[src/rtl/interrupt_controller.sv]
// -----------------------------------------------------------------------------
// interrupt_controller
// Sequences interrupt entry and exit for a simple CPU control unit. A pending
// NMI (rising-edge captured) or an enabled, level-held IRQ is taken at the
// next safe instruction boundary. The controller saves the PC, vectors, runs
// the handler until eret, then restores the PC and the interrupt-enable bit.
// Handlers do not nest.
//
// Parameters
//   NMI_VECTOR     : PC target for non-maskable entry
//   IRQ_VECTOR     : PC target for maskable entry
// Ports
//   clock          : rising-edge clock
//   reset_n        : asynchronous active-low reset
//   nmi            : non-maskable request, rising-edge sensitive
//   irq            : maskable request, level held until irq_ack
//   instr_boundary : control unit is at a safe preemption point
//   cpu_busy       : blocks interrupt entry while high
//   eret           : return-from-interrupt pulse (used only in SERVICE)
//   ie_set/ie_clr  : set / clear interrupt enable (clear wins)
//   save_pc        : pulse, capture PC into saved-PC register
//   pc_vector      : pulse, load PC from vector_addr
//   vector_addr    : vector of the request being served (0 outside entry)
//   pc_restore     : pulse, load PC from saved PC
//   irq_ack        : pulse in the vector cycle of a maskable entry
//   in_service     : handler running
//   in_nmi         : running handler is the NMI handler
//   ie             : interrupt-enable bit
// Build option
//   INT_CTRL_INPUT_SYNC_EN : adds 2-flop synchronizers on nmi and irq
// -----------------------------------------------------------------------------
module interrupt_controller #(
  parameter logic [31:0] NMI_VECTOR = 32'd20,
  parameter logic [31:0] IRQ_VECTOR = 32'd0
) (
  input  logic        clock,
  input  logic        reset_n,
  input  logic        nmi,
  input  logic        irq,
  input  logic        instr_boundary,
  input  logic        cpu_busy,
  input  logic        eret,
  input  logic        ie_set,
  input  logic        ie_clr,
  output logic        save_pc,
  output logic        pc_vector,
  output logic [31:0] vector_addr,
  output logic        pc_restore,
  output logic        irq_ack,
  output logic        in_service,
  output logic        in_nmi,
  output logic        ie
);

  typedef enum logic [2:0] {
    ST_IDLE,
    ST_WAIT,
    ST_SAVE,
    ST_VECTOR,
    ST_SERVICE,
    ST_RESTORE
  } state_t;

  state_t      r_state;
  state_t      w_state_nxt;

  logic        w_nmi;
  logic        w_irq;
  logic        w_nmi_edge;
  logic        w_req;
  logic        w_take;
  logic        w_served_nxt;
  logic        w_ie_nxt;

  logic        r_nmi_prev;
  logic        r_nmi_pend;
  logic        r_ie;
  logic        r_ie_saved;
  logic        r_served_nmi;

  logic        r_save_pc;
  logic        r_pc_vector;
  logic        r_pc_restore;
  logic        r_irq_ack;
  logic        r_in_service;
  logic        r_in_nmi;
  logic [31:0] r_vector_addr;

`ifdef INT_CTRL_INPUT_SYNC_EN
  localparam int unsigned SYNC_W = 2;
  logic [SYNC_W-1:0] r_nmi_sync;
  logic [SYNC_W-1:0] r_irq_sync;

  // Two-stage synchronizers for the asynchronous request lines
  always_ff @(posedge clock or negedge reset_n) begin
    if (!reset_n) begin
      r_nmi_sync <= '0;
      r_irq_sync <= '0;
    end else begin
      r_nmi_sync <= {r_nmi_sync[0], nmi};
      r_irq_sync <= {r_irq_sync[0], irq};
    end
  end

  assign w_nmi = r_nmi_sync[SYNC_W-1];
  assign w_irq = r_irq_sync[SYNC_W-1];
`else
  assign w_nmi = nmi;
  assign w_irq = irq;
`endif

  assign w_nmi_edge = w_nmi & ~r_nmi_prev;
  // NMI outranks IRQ; IRQ only counts while enabled
  assign w_req      = r_nmi_pend | (w_irq & r_ie);

  // Next state, served-source capture and enable-bit update
  always_comb begin
    w_state_nxt  = r_state;
    w_take       = 1'b0;
    w_ie_nxt     = r_ie;
    case (r_state)
      ST_IDLE:    if (w_req) w_state_nxt = ST_WAIT;
      ST_WAIT: begin
        if (!w_req) begin
          w_state_nxt = ST_IDLE;
        end else if (instr_boundary && !cpu_busy) begin
          w_state_nxt = ST_SAVE;
          w_take      = 1'b1;
        end
      end
      ST_SAVE:    w_state_nxt = ST_VECTOR;
      ST_VECTOR:  w_state_nxt = ST_SERVICE;
      ST_SERVICE: if (eret) w_state_nxt = ST_RESTORE;
      ST_RESTORE: w_state_nxt = ST_IDLE;
      default:    w_state_nxt = ST_IDLE;
    endcase

    // Enable-bit software writes are locked out while saving/restoring
    case (r_state)
      ST_SAVE:    w_ie_nxt = 1'b0;
      ST_RESTORE: w_ie_nxt = r_ie_saved;
      default: begin
        if (ie_clr)      w_ie_nxt = 1'b0;
        else if (ie_set) w_ie_nxt = 1'b1;
      end
    endcase

    w_served_nxt = w_take ? r_nmi_pend : r_served_nmi;
  end

  // State register with outputs registered from the next-state decode
  always_ff @(posedge clock or negedge reset_n) begin
    if (!reset_n) begin
      r_state       <= ST_IDLE;
      r_save_pc     <= 1'b0;
      r_pc_vector   <= 1'b0;
      r_pc_restore  <= 1'b0;
      r_irq_ack     <= 1'b0;
      r_in_service  <= 1'b0;
      r_in_nmi      <= 1'b0;
      r_vector_addr <= '0;
    end else begin
      r_state       <= w_state_nxt;
      r_save_pc     <= (w_state_nxt == ST_SAVE);
      r_pc_vector   <= (w_state_nxt == ST_VECTOR);
      r_pc_restore  <= (w_state_nxt == ST_RESTORE);
      r_irq_ack     <= (w_state_nxt == ST_VECTOR) && !w_served_nxt;
      r_in_service  <= (w_state_nxt == ST_SERVICE);
      r_in_nmi      <= (w_state_nxt == ST_SERVICE) && w_served_nxt;
      r_vector_addr <= ((w_state_nxt == ST_SAVE) || (w_state_nxt == ST_VECTOR)) ?
                       (w_served_nxt ? NMI_VECTOR : IRQ_VECTOR) : '0;
    end
  end

  // Request capture, enable bit and served-source flag
  always_ff @(posedge clock or negedge reset_n) begin
    if (!reset_n) begin
      r_nmi_prev   <= 1'b0;
      r_nmi_pend   <= 1'b0;
      r_ie         <= 1'b0;
      r_ie_saved   <= 1'b0;
      r_served_nmi <= 1'b0;
    end else begin
      r_nmi_prev   <= w_nmi;
      // A fresh edge wins over the clear so it is never lost
      r_nmi_pend   <= w_nmi_edge | (r_nmi_pend & ~w_take);
      r_ie         <= w_ie_nxt;
      r_served_nmi <= w_served_nxt;
      if (r_state == ST_SAVE) r_ie_saved <= r_ie;
    end
  end

  assign save_pc     = r_save_pc;
  assign pc_vector   = r_pc_vector;
  assign pc_restore  = r_pc_restore;
  assign irq_ack     = r_irq_ack;
  assign in_service  = r_in_service;
  assign in_nmi      = r_in_nmi;
  assign vector_addr = r_vector_addr;
  assign ie          = r_ie;

endmodule

[config.mk]
export PLATFORM = sky130hd
export DESIGN_NAME = interrupt_controller
export DESIGN_NICKNAME = d
export VERILOG_FILES = /design/src/rtl/interrupt_controller.sv
export SDC_FILE = /design/constraint.sdc
export NUM_CORES = 1
export LEC_CHECK = 0
export ABC_AREA = 1
export BUFFER_PORTS_ARGS = -buffer_cell sky130_fd_sc_hd__buf_4
export CAP_MARGIN = 40
export CORE_MARGIN = 3
export CORE_UTILIZATION = 40
export CTS_CLUSTER_SIZE = 40
export DETAILED_ROUTE_END_ITERATION = 10
export MAX_ROUTING_LAYER = met4
export PLACE_DENSITY = 0.73
export SYNTH_ARGS = -nofsm -noshare
export SYNTH_HDL_FRONTEND = slang
export SYNTH_SLANG_ARGS = --single-unit
[constraint.sdc]
create_clock -name clock -period 1.4 [get_ports clock]
set_input_delay 0.21 -clock clock [delete_from_list [all_inputs] [get_ports clock]]
set_output_delay 0.21 -clock clock [all_outputs]
set_load 0.02 [all_outputs]
# == Yosys cells after proc, flatten, opt, wreduce, memory -nomap -nowiden ==
# Index checks and enable logic that the tools add are counted.
# totals
n_memories,0
rom_bits,0
latch_bits,0
ramBits,0
word_cells,51
in_bits,9
reg_bits,19
# classes
n_div,0
n_mul,0
shifts,0
n_addsub,0
reduce_logical,8
mux,14
magnitude_cmp,0
eq_ne,9
bitwise_logic,7
# ops
operator,n
3-bit case mux with 5 select lines,1
3-bit by 2-bit == test with 1-bit output (second input constant),4
3-bit == test (second input constant),4
3-bit two-way mux,4
5-bit two-way mux,2
1-bit two-way mux,6
4-bit nonzero test,1
1-bit AND,3
3-bit by 1-bit == test with 1-bit output (second input constant),1
1-bit logical AND,3
3-bit zero test,1
1-bit zero test,2
1-bit inverter,2
1-bit bitwise OR,2
1-bit case mux with 2 select lines,1
1-bit logical OR,1

# == Depth between registers and ports, before layout ==
# Gate-level depths: netlist of the first run.
# logic_depth
depth_word,8
depth_mapped,7

# == Least setup slack after synthesis of the first run ==
# OpenSTA, ideal clock, no wires.
# synth_path
path_type,register to register
start,reg r_ie (netlist: ie)
end,reg r_in_nmi (netlist: in_nmi)
path_slack_ns,0.236
stages_incl_launch_ff,8
path_buffers,0
t_required_ns,1.281
setup_ns,0.119
t_arrival_ns,1.045
path_cell_list,dfrtp_1 > nand2_1 > nand2_1 > nand2_1 > nor2_4 > nand2_1 > o21ai_2 > nor2_2
# synth_between
elab_chain_cells,6
elab_cells_between_ends,10
# synth_lines
item,line,source
"start, declared",77,logic r_ie;
"start signal, assigned",187,r_ie <= w_ie_nxt;
1-bit AND (*),114,assign w_req = r_nmi_pend | (w_irq & r_ie);
1-bit bitwise OR (*),114,
"3-bit two-way mux, or another cell as far along",124,if (!w_req) begin
3-bit case mux with 5 select lines or 1-bit two-way mux (tied branches),121,case (r_state)
3-bit == test or 1-bit two-way mux (tied branches),"169, 148",
1-bit logical AND (*),169,r_in_nmi <= (w_state_nxt == ST_SERVICE) && w_served_nxt;
"end signal, assigned",169,
"end, declared",86,logic r_in_nmi;
# Mark *: on every way between the ends. The rest lies on a longest branch, timed or not.
# A chain may end at the register's enable or synchronous reset.

# == Worst setup path after layout of the first run ==
# layout_path
start,reg r_state[2]
end,reg r_vector_addr[2] (netlist: vector_addr[2])
# layout_between
elab_chain_cells,6
elab_cells_between_ends,17
# layout_lines
item,line,source
"start, declared",64,state_t r_state;
"start signal, assigned",163,r_state <= w_state_nxt;
3-bit two-way mux,126,end else if (instr_boundary && !cpu_busy) begin
3-bit two-way mux,124,
3-bit case mux with 5 select lines,121,
3-bit by 2-bit == test with 1-bit output,170,r_vector_addr <= ((w_state_nxt == ST_SAVE) || (w_state_nxt == ST_VECTOR)) ?
1-bit logical OR,170,
5-bit two-way mux (*),170,
"end signal, assigned",170,
"end, declared",87,logic [31:0] r_vector_addr;
# Marked as above.

==> results of run 1 <==
==> cell usage after synthesis, drive strengths merged <==
cell type,n
nor2,10
and2,1
conb,1
buf,31
o22ai,2
a21oi,2
dfrtp,15
o21ai,4
nand2,13
nand4,1
nand3b,1
nand3,7
inv,12
==> per-stage QoR <==
stage          area [µm²]  hold slack (ns)  total power, µW  worst slack, ns
3_3_place_gp        913.4          0.06909             1492           0.2590
5_1_grt             949.7          0.02809             1922          0.09491
3_5_place_dp        913.4          0.07189             1516           0.2241
2_1_floorplan       984.7         -0.08559             1350           0.2357
6_report            949.7          0.04180             1753           0.2115
4_1_cts             949.7          0.03398             1767           0.2063
==> power breakdown <==
| group | internal (µW) | switching, µW |
|---|---|---|
| sequential | 577 | 110 |
| combinational | 289 | 537 |
| clock | 111 | 130 |
| total | 976 | 777 |
==> worst paths after layout <==
path	end	cells past startpoint	slack [ns]
worst max-delay path	vector_addr[2]	6	0.21
worst min-delay path	r_nmi_prev	1	0.04
worst max register to register	vector_addr[2]	6	0.21
worst min register to register	r_nmi_pend	1	0.43
max in group asynchronous	in_service	2	0.92
min in group asynchronous	pc_vector	2	0.30
==> per-layer routing <==
layer | vias up | GRT usage (%) | part of all wire [%]
met3 | 4 | 3.704 | 14
met4 | 0 | 7.660 | 1.8
met1 | 267 | 14.26 | 41
met5 | - | - | 0
li1 | 288 | - | -
met2 | 37 | 17.98 | 43
==> final cells by class <==
type,count,area (µm²)
flip-flops and latches,15,375.4
fillers,199,1072
inverters,12,45.04
multi-input cells,71,331.6
repair buffers,18,137.6
well taps,27,33.78
clock buffers,4,26.28
==> layout by cell type (no fill, tap or decap) <==
master          n
clkbuf_4        3
a21oi_1         1
clkbuf_1        1
nand4_2         1
dlygate4sd3_1   1
conb_1         30
dfrtp_1        15
o21ai_2         2
buf_4          17
nor2_4          1
nand3_2         1
a21oi_2         1
nand2_2         1
nand3_1         6
nor2_2          1
o22ai_1         2
nand3b_1        1
nor2_1          8
o21ai_0         2
and2_1          1
inv_1           9
inv_2           3
nand2_1        12
==> worst register-to-register path, stage by stage (launching register included) <==
cell     delay [ns]
dfrtp_1        0.46
inv_2          0.12
nand3_2        0.10
nor2_4         0.18
nand2_1        0.08
o21ai_2        0.08
nor2_1         0.06
==> kinds of logic (layout without fill, tap and decap cells) <==
group / after synthesis / count (layout) / synth area share, %
buf+inv: 43 / 34 / 31.71
simple gates: 33 / 33 / 18.86
flops: 15 / 15 / 42.86
compound gates: 8 / 8 / 6.143
other cells: 1 / 30 / 0.4282
==> metrics.md, run 1 <==
| Metric | Value |
|---|---|
| Initial DRC count | 7 |
| Syn Inst Count | 100 |
| Diodes inserted | 0 |
| Die area | 0.002787 mm² |
| Crit Path Class | register to register |
| Crit. Startpoint | r_state[2] |
| Final min period | 1.189 ns |
| Gr usage total | 12.15% |
| Yosys warnings | 0 |
| Post-CTS Resized | 0 |
| Max-cap violations | 0 |
| Gp weighted congestion | 0.8417 |
| Max reg flops | 3 |
| Worst path required time | 1.57 ns |
| Final WL | 1406 µm |
| RSZ-0062 raised after global routing | no |
| Worst Skew | 0.004410 ns |
| Fin crit share | 84.90% |
| CTS Buffer Depth | 2 |
| Fmax | 841.4 MHz |
| Post-synthesis sequential area ratio | 42.86% |
| Slowest library cell on the worst path | dfrtp_1 |
| Worst-path cell chain | inv_2, nand3_2, nor2_4, nand2_1, o21ai_2, nor2_1 |
| Number of max-slew violations in the final report | 0 |
| Largest reg by FF count | r_state |
| Hold-fix buffers, CTS | 1 |
| Initial antenna violation count | 0 |
| Setup bufs post-CTS | 0 |
| Vias in the first global route | 540 |
| Clock root buffer | clkbuf_4 |
| Final ANT Viol Nets | 0 |
| First-pass GRT wire length | 2325 µm |
| Pleak | 0.0005390 µW |
| Yosys top cell area share | 42.86% |
| DRT Pass-1 Iters | 4 |
| Clk sinks | 15 |
| Final core occ | 46.97% |
| Largest net degree at the start of global routing | 16 |
| Non-Filler Instances | 147 |
| Clock transition at the registers of the reported paths | 0.08 ns |
| Htree depth | 1 |
| CTS tree | done |
| # DRC | 0 |
| Final hold vios | 0 |
| Crit-path max cell delay | 0.46 ns |
| Nature of the critical path endpoint | register |
| Dominant cells by area after synthesis | dfrtp_1 43%, buf_4 27%, nand2_1 5.1% |
| Starting Density | 43.32% |
| Area growth syn-to-layout | 8.429% |
| Worst R2R Start | r_state[2] |
| NumNets Final | 130 |
| CP arrival | 1.36 ns |
| Status | complete, no violations |
| Row Count | 16 |
| Max VDD drop | 0.0006651 V |
| Synth unique cells | 20 |
| Area of the mapped netlist | 875.8 µm² |
| Max FO, Critical Path | 6 |
| Hold_sp | nmi |
| Core Box Area | 0.002022 mm² |
| Delay-heaviest family, CP | flip-flops |
| CP Buf/Inv Count | 1 |
| Share of cells above drive strength 1 | 25.83% |
| Hold Crit Class | input pin to register |
| Setup Total Neg Slack | 0 ns |
| DR vias | 596 |
| Synthesized area per cell | 8.758 µm² |
| DP HPWL | 1131 µm |
| Worst setup SP type | register |
| I/O Buffers | 17 |
| Gr ovfl total | 0 |
| Placed insts | 142 |
| Wire per inst | 9.565 µm |
| Latest clock arrival within the worst-skew pair | 0.28 ns |
| # setup viols final | 0 |
| Yosys top cell by area | dfrtp_1 |
| PwrDens | 1846 mW/mm² |
| Yosys reg bits | 15 |
| Total CTS buffers | 3 |
| Die Height | 52.80 µm |
| Io pins | 48 |
| Die W | 52.80 µm |
| Vias per Instance | 4.054 |
Note: power is estimated with default switching activity, not from simulation.
==> inputs of run 2 (changes only) <==
--- a/config.mk
+++ b/config.mk
@@ -5,15 +5,15 @@
 export SDC_FILE = /design/constraint.sdc
 export NUM_CORES = 1
 export LEC_CHECK = 0
-export ABC_AREA = 1
+export ABC_AREA = 0
 export BUFFER_PORTS_ARGS = -buffer_cell sky130_fd_sc_hd__buf_4
 export CAP_MARGIN = 40
 export CORE_MARGIN = 3
-export CORE_UTILIZATION = 40
+export CORE_UTILIZATION = 39
 export CTS_CLUSTER_SIZE = 40
 export DETAILED_ROUTE_END_ITERATION = 10
 export MAX_ROUTING_LAYER = met4
-export PLACE_DENSITY = 0.73
+export PLACE_DENSITY = 0.74
 export SYNTH_ARGS = -nofsm -noshare
 export SYNTH_HDL_FRONTEND = slang
 export SYNTH_SLANG_ARGS = --single-unit
==> constraint.sdc (replaced) <==
create_clock -name clock -period 1 [get_ports clock]
set_input_delay 0.15 -clock clock [delete_from_list [all_inputs] [get_ports clock]]
set_output_delay 0.15 -clock clock [all_outputs]
set_load 0.02 [all_outputs]
==> run 2 against run 1 <==
- the flow now finishes with violations (negative setup slack)
- non-clock buffer count is 18 higher
- synthesized cell count decreased by 14%
- cell count grew 2.0%
- combinational power up 140%
- largest cell class is now multi-input combinational cells
==> metrics.md, run 2 <==
| Metric | Value |
|---|---|
| Largest net degree at the start of global routing | 16 (unchanged) |
| Post-synthesis sequential area ratio | 41.61% (-1.2 points) |
| Gr usage total | 13.53% (+1.4 points) |
| Final WL | 1739 µm (+24%) |
| Hold Crit Class | input pin to register |
| Diodes inserted | 0 (unchanged) |
| Max FO, Critical Path | 4 (-2) |
| DR vias | 645 (+8.2%) |
| Total CTS buffers | 3 (unchanged) |
| Post-synth EDFFs | 0 (unchanged) |
| Max VDD drop | 0.001636 V (+150%) |
| Syn Inst Count | 86 (-14%) |
| Pre-CTS WS | -0.2553 ns (-0.4795 ns) |
| Synth Area in Adders | 0% (unchanged) |
| Latest clock arrival within the worst-skew pair | 0.29 ns (about the same) |
| Io pins | 48 (unchanged) |
| Yosys warnings | 0 (unchanged) |
| Final min period | 1.269 ns (+0.08044 ns) |
| CTS Buffer Depth | 2 (unchanged) |
| Worst Skew | 0.002083 ns (-0.002327 ns) |
| Core Box Area | 0.002082 mm² (+3.0%) |
| Initial antenna violation count | 0 (unchanged) |
| Most common cell in the netlist | buf_4 |
| Vias in the first global route | 620 (+15%) |
| Final ANT Viol Nets | 0 (unchanged) |
| CP arrival | 1.50 ns (+0.14 ns) |
| DP HPWL | 1249 µm (+10%) |
| PwrDens | 2790 mW/mm² (+51%) |
| Status | finished, violations left |
| Commonest non-fill, non-tap cell in the layout | conb_1 |
| Clock root buffer | clkbuf_4 |
| Fmax | 788.0 MHz (-6.3%) |
| CTS tree | done |
| Clock transition at the registers of the reported paths | 0.09 ns (about the same) |
| Synth Area in XOR/XNOR | 0% (unchanged) |
| Final worst slack | -0.2690 ns (-0.4804 ns) |
| DRT Pass-1 Iters | 4 (unchanged) |
| Gp weighted congestion | 0.8156 (-3.1%) |
| Share of cells above drive strength 1 | 48.78% (+23 points) |
| Synthesized area per cell | 10.49 µm² (+20%) |
| Die Height | 54.10 µm (+2.5%) |
| Wire per inst | 11.59 µm (+21%) |
| RSZ-0062 raised after global routing | yes |
| Yosys top cell area share | 41.61% (-1.2 points) |
| Final hold vios | 0 (unchanged) |
| Post-synthesis mux area share | 2.774% (+2.8 points) |
| Commonest cells after routing, fill and taps aside | 30 x conb_1, 27 x buf_4, 12 x dfrtp_1 |
| Area of the mapped netlist | 902.1 µm² (+3.0%) |
| Layout fillers | 184 (-7.5%) |
| Vias per Instance | 4.300 (+6.1%) |
| Pleak | 0.0006347 µW (+18%) |
| Compound-Gate Fraction of Synth Area | 12.62% (+6.5 points) |
| Synth unique cells | 30 (+50%) |
| Initial DRC count | 9 (+2) |
| Yosys reg bits | 15 (unchanged) |
| Nature of the critical path endpoint | register |
| # DRC | 0 (unchanged) |
| Die W | 54.10 µm (+2.5%) |
| Largest family of logic cells by synthesized area | buffers and inverters |
| I/O Buffers | 17 (unchanged) |
| Failing checks | negative setup slack |
| Htree depth | 1 (unchanged) |
| Largest reg by FF count | r_state |
| Max-cap violations | 0 (unchanged) |
| Row Count | 16 (unchanged) |
| Die area | 0.002926 mm² (+5.0%) |
| Setup Total Neg Slack | -2.478 ns (-2.478 ns) |
| NumNets Final | 133 (+2.3%) |
| Crit Path Class | register to register |
| Starting Density | 43.33% (about the same) |
| Fin crit share | 126.9% (+42 points) |
| Yosys top cell by area | dfrtp_1 |
| Number of max-slew violations in the final report | 0 (unchanged) |
| Top_reg_cell synth | dfrtp_1 |
| First-pass GRT wire length | 2684 µm (+15%) |
| Worst hold slack | 0.1294 ns (+0.08763 ns) |
| Asr flop ratio synth | 100.0% (unchanged) |
| Max reg flops | 3 (unchanged) |
| Dominant cells by area after synthesis | dfrtp_1 42%, buf_4 26%, nor3b_4 2.1% |
| Gr ovfl total | 0 (unchanged) |
| Synth Area in Simple Gates | 14.70% (-4.2 points) |
| Worst setup SP type | register |
| Worst path required time | 1.23 ns (-0.34 ns) |
| # setup viols final | 14 (+14) |
| Commonest cells in the netlist | 31 x buf_4, 15 x dfrtp_1, 4 x nand2_1, 4 x nor2_1, 3 x a21oi_1 |
| Register-to-Register Setup Slack | -0.27 ns (-0.48 ns) |
| Clk sinks | 15 (unchanged) |
| Area growth syn-to-layout | 33.57% |
==> run 2: cell types whose count changed after synthesis, sizes merged, moves of 2 or more <==
cell / change
inv: -10
nand2: -9
nand3: -7
nor2: -6
nor2b: +2
o22ai: -2
==> run 2: power by group <==
group | internal [µW] | total [µW] | switching (µW)
Sequential | 825 | 1020 | 191
Combinational | 1050 | 1990 | 941
Clock | 155 | 350 | 195
Total | 2030 | 3360 | 1330
==> run 2: critical path, stage by stage (launching register included) <==
cell,delay (ns)
dfrtp_2,0.45
nor3b_4,0.26
mux2i_4,0.33
and3_1,0.18
==> run 2: kinds of logic (layout without fill, tap and decap cells) <==
| logic type | after synthesis | count (layout) |
|---|---|---|
| other | 1 | 30 |
| DFF | 15 | 15 |
| buffers and inverters | 34 | 42 |
| muxes | 2 | 2 |
| AOI/OAI and AO/OA | 14 | 14 |
| and+or+nand+nor | 20 | 20 |
==> run 2: metal layers <==
layer	GRT usage, %	routed length [µm]	vias up
met5	-	0	-
met4	7.469	30	0
met3	2.493	199	3
met2	24.19	898	40
met1	13.80	610	302
li1	-	-	300
==> run 2: final timing paths <==
| check | startpoint | endpoint | depth (start not counted) |
|---|---|---|---|
| max | r_state[2] | irq_ack | 3 |
| min | eret | pc_restore | 3 |
| max reg2reg | r_state[2] | irq_ack | 3 |
| min reg2reg | r_ie_saved | r_ie_saved | 1 |
| max in group asynchronous | reset_n | r_state[2] | 2 |
| min in group asynchronous | reset_n | irq_ack | 2 |
==> run 2: repair_timing <==
item | in CTS | in global routing
setup endpoints to repair | 14 | 17
resized for setup | 16 | 9
setup buffers | 2 | 1
pin swaps | 7 | 2
endpoints found under the hold margin | 16 | 0
hold buffers | 2 | 0
==> run 2: through the flow <==
stage	cell area, µm²	utilization, %	total power [µW]	cells
final	1205	57.87	3361	150
after global routing	1205	57.87	3588	150
after CTS	1159	55.65	3189	149
after detailed placement	1039	49.88	2570	141
after global placement	1039	49.88	2528	141
after floorplan	1016	-	2016	115
==> run 2: cell type report <==
| type | instances | area, µm² | area share (%) |
|---|---|---|---|
| clock buffer | 4 | 26.28 | 2.181 |
| inverter | 2 | 7.507 | 0.6231 |
| multi-input combinational | 66 | 456.7 | 37.90 |
| sequential | 15 | 379.1 | 31.46 |
| tap | 27 | 33.78 | 2.804 |
| timing repair buffer | 36 | 301.5 | 25.03 |
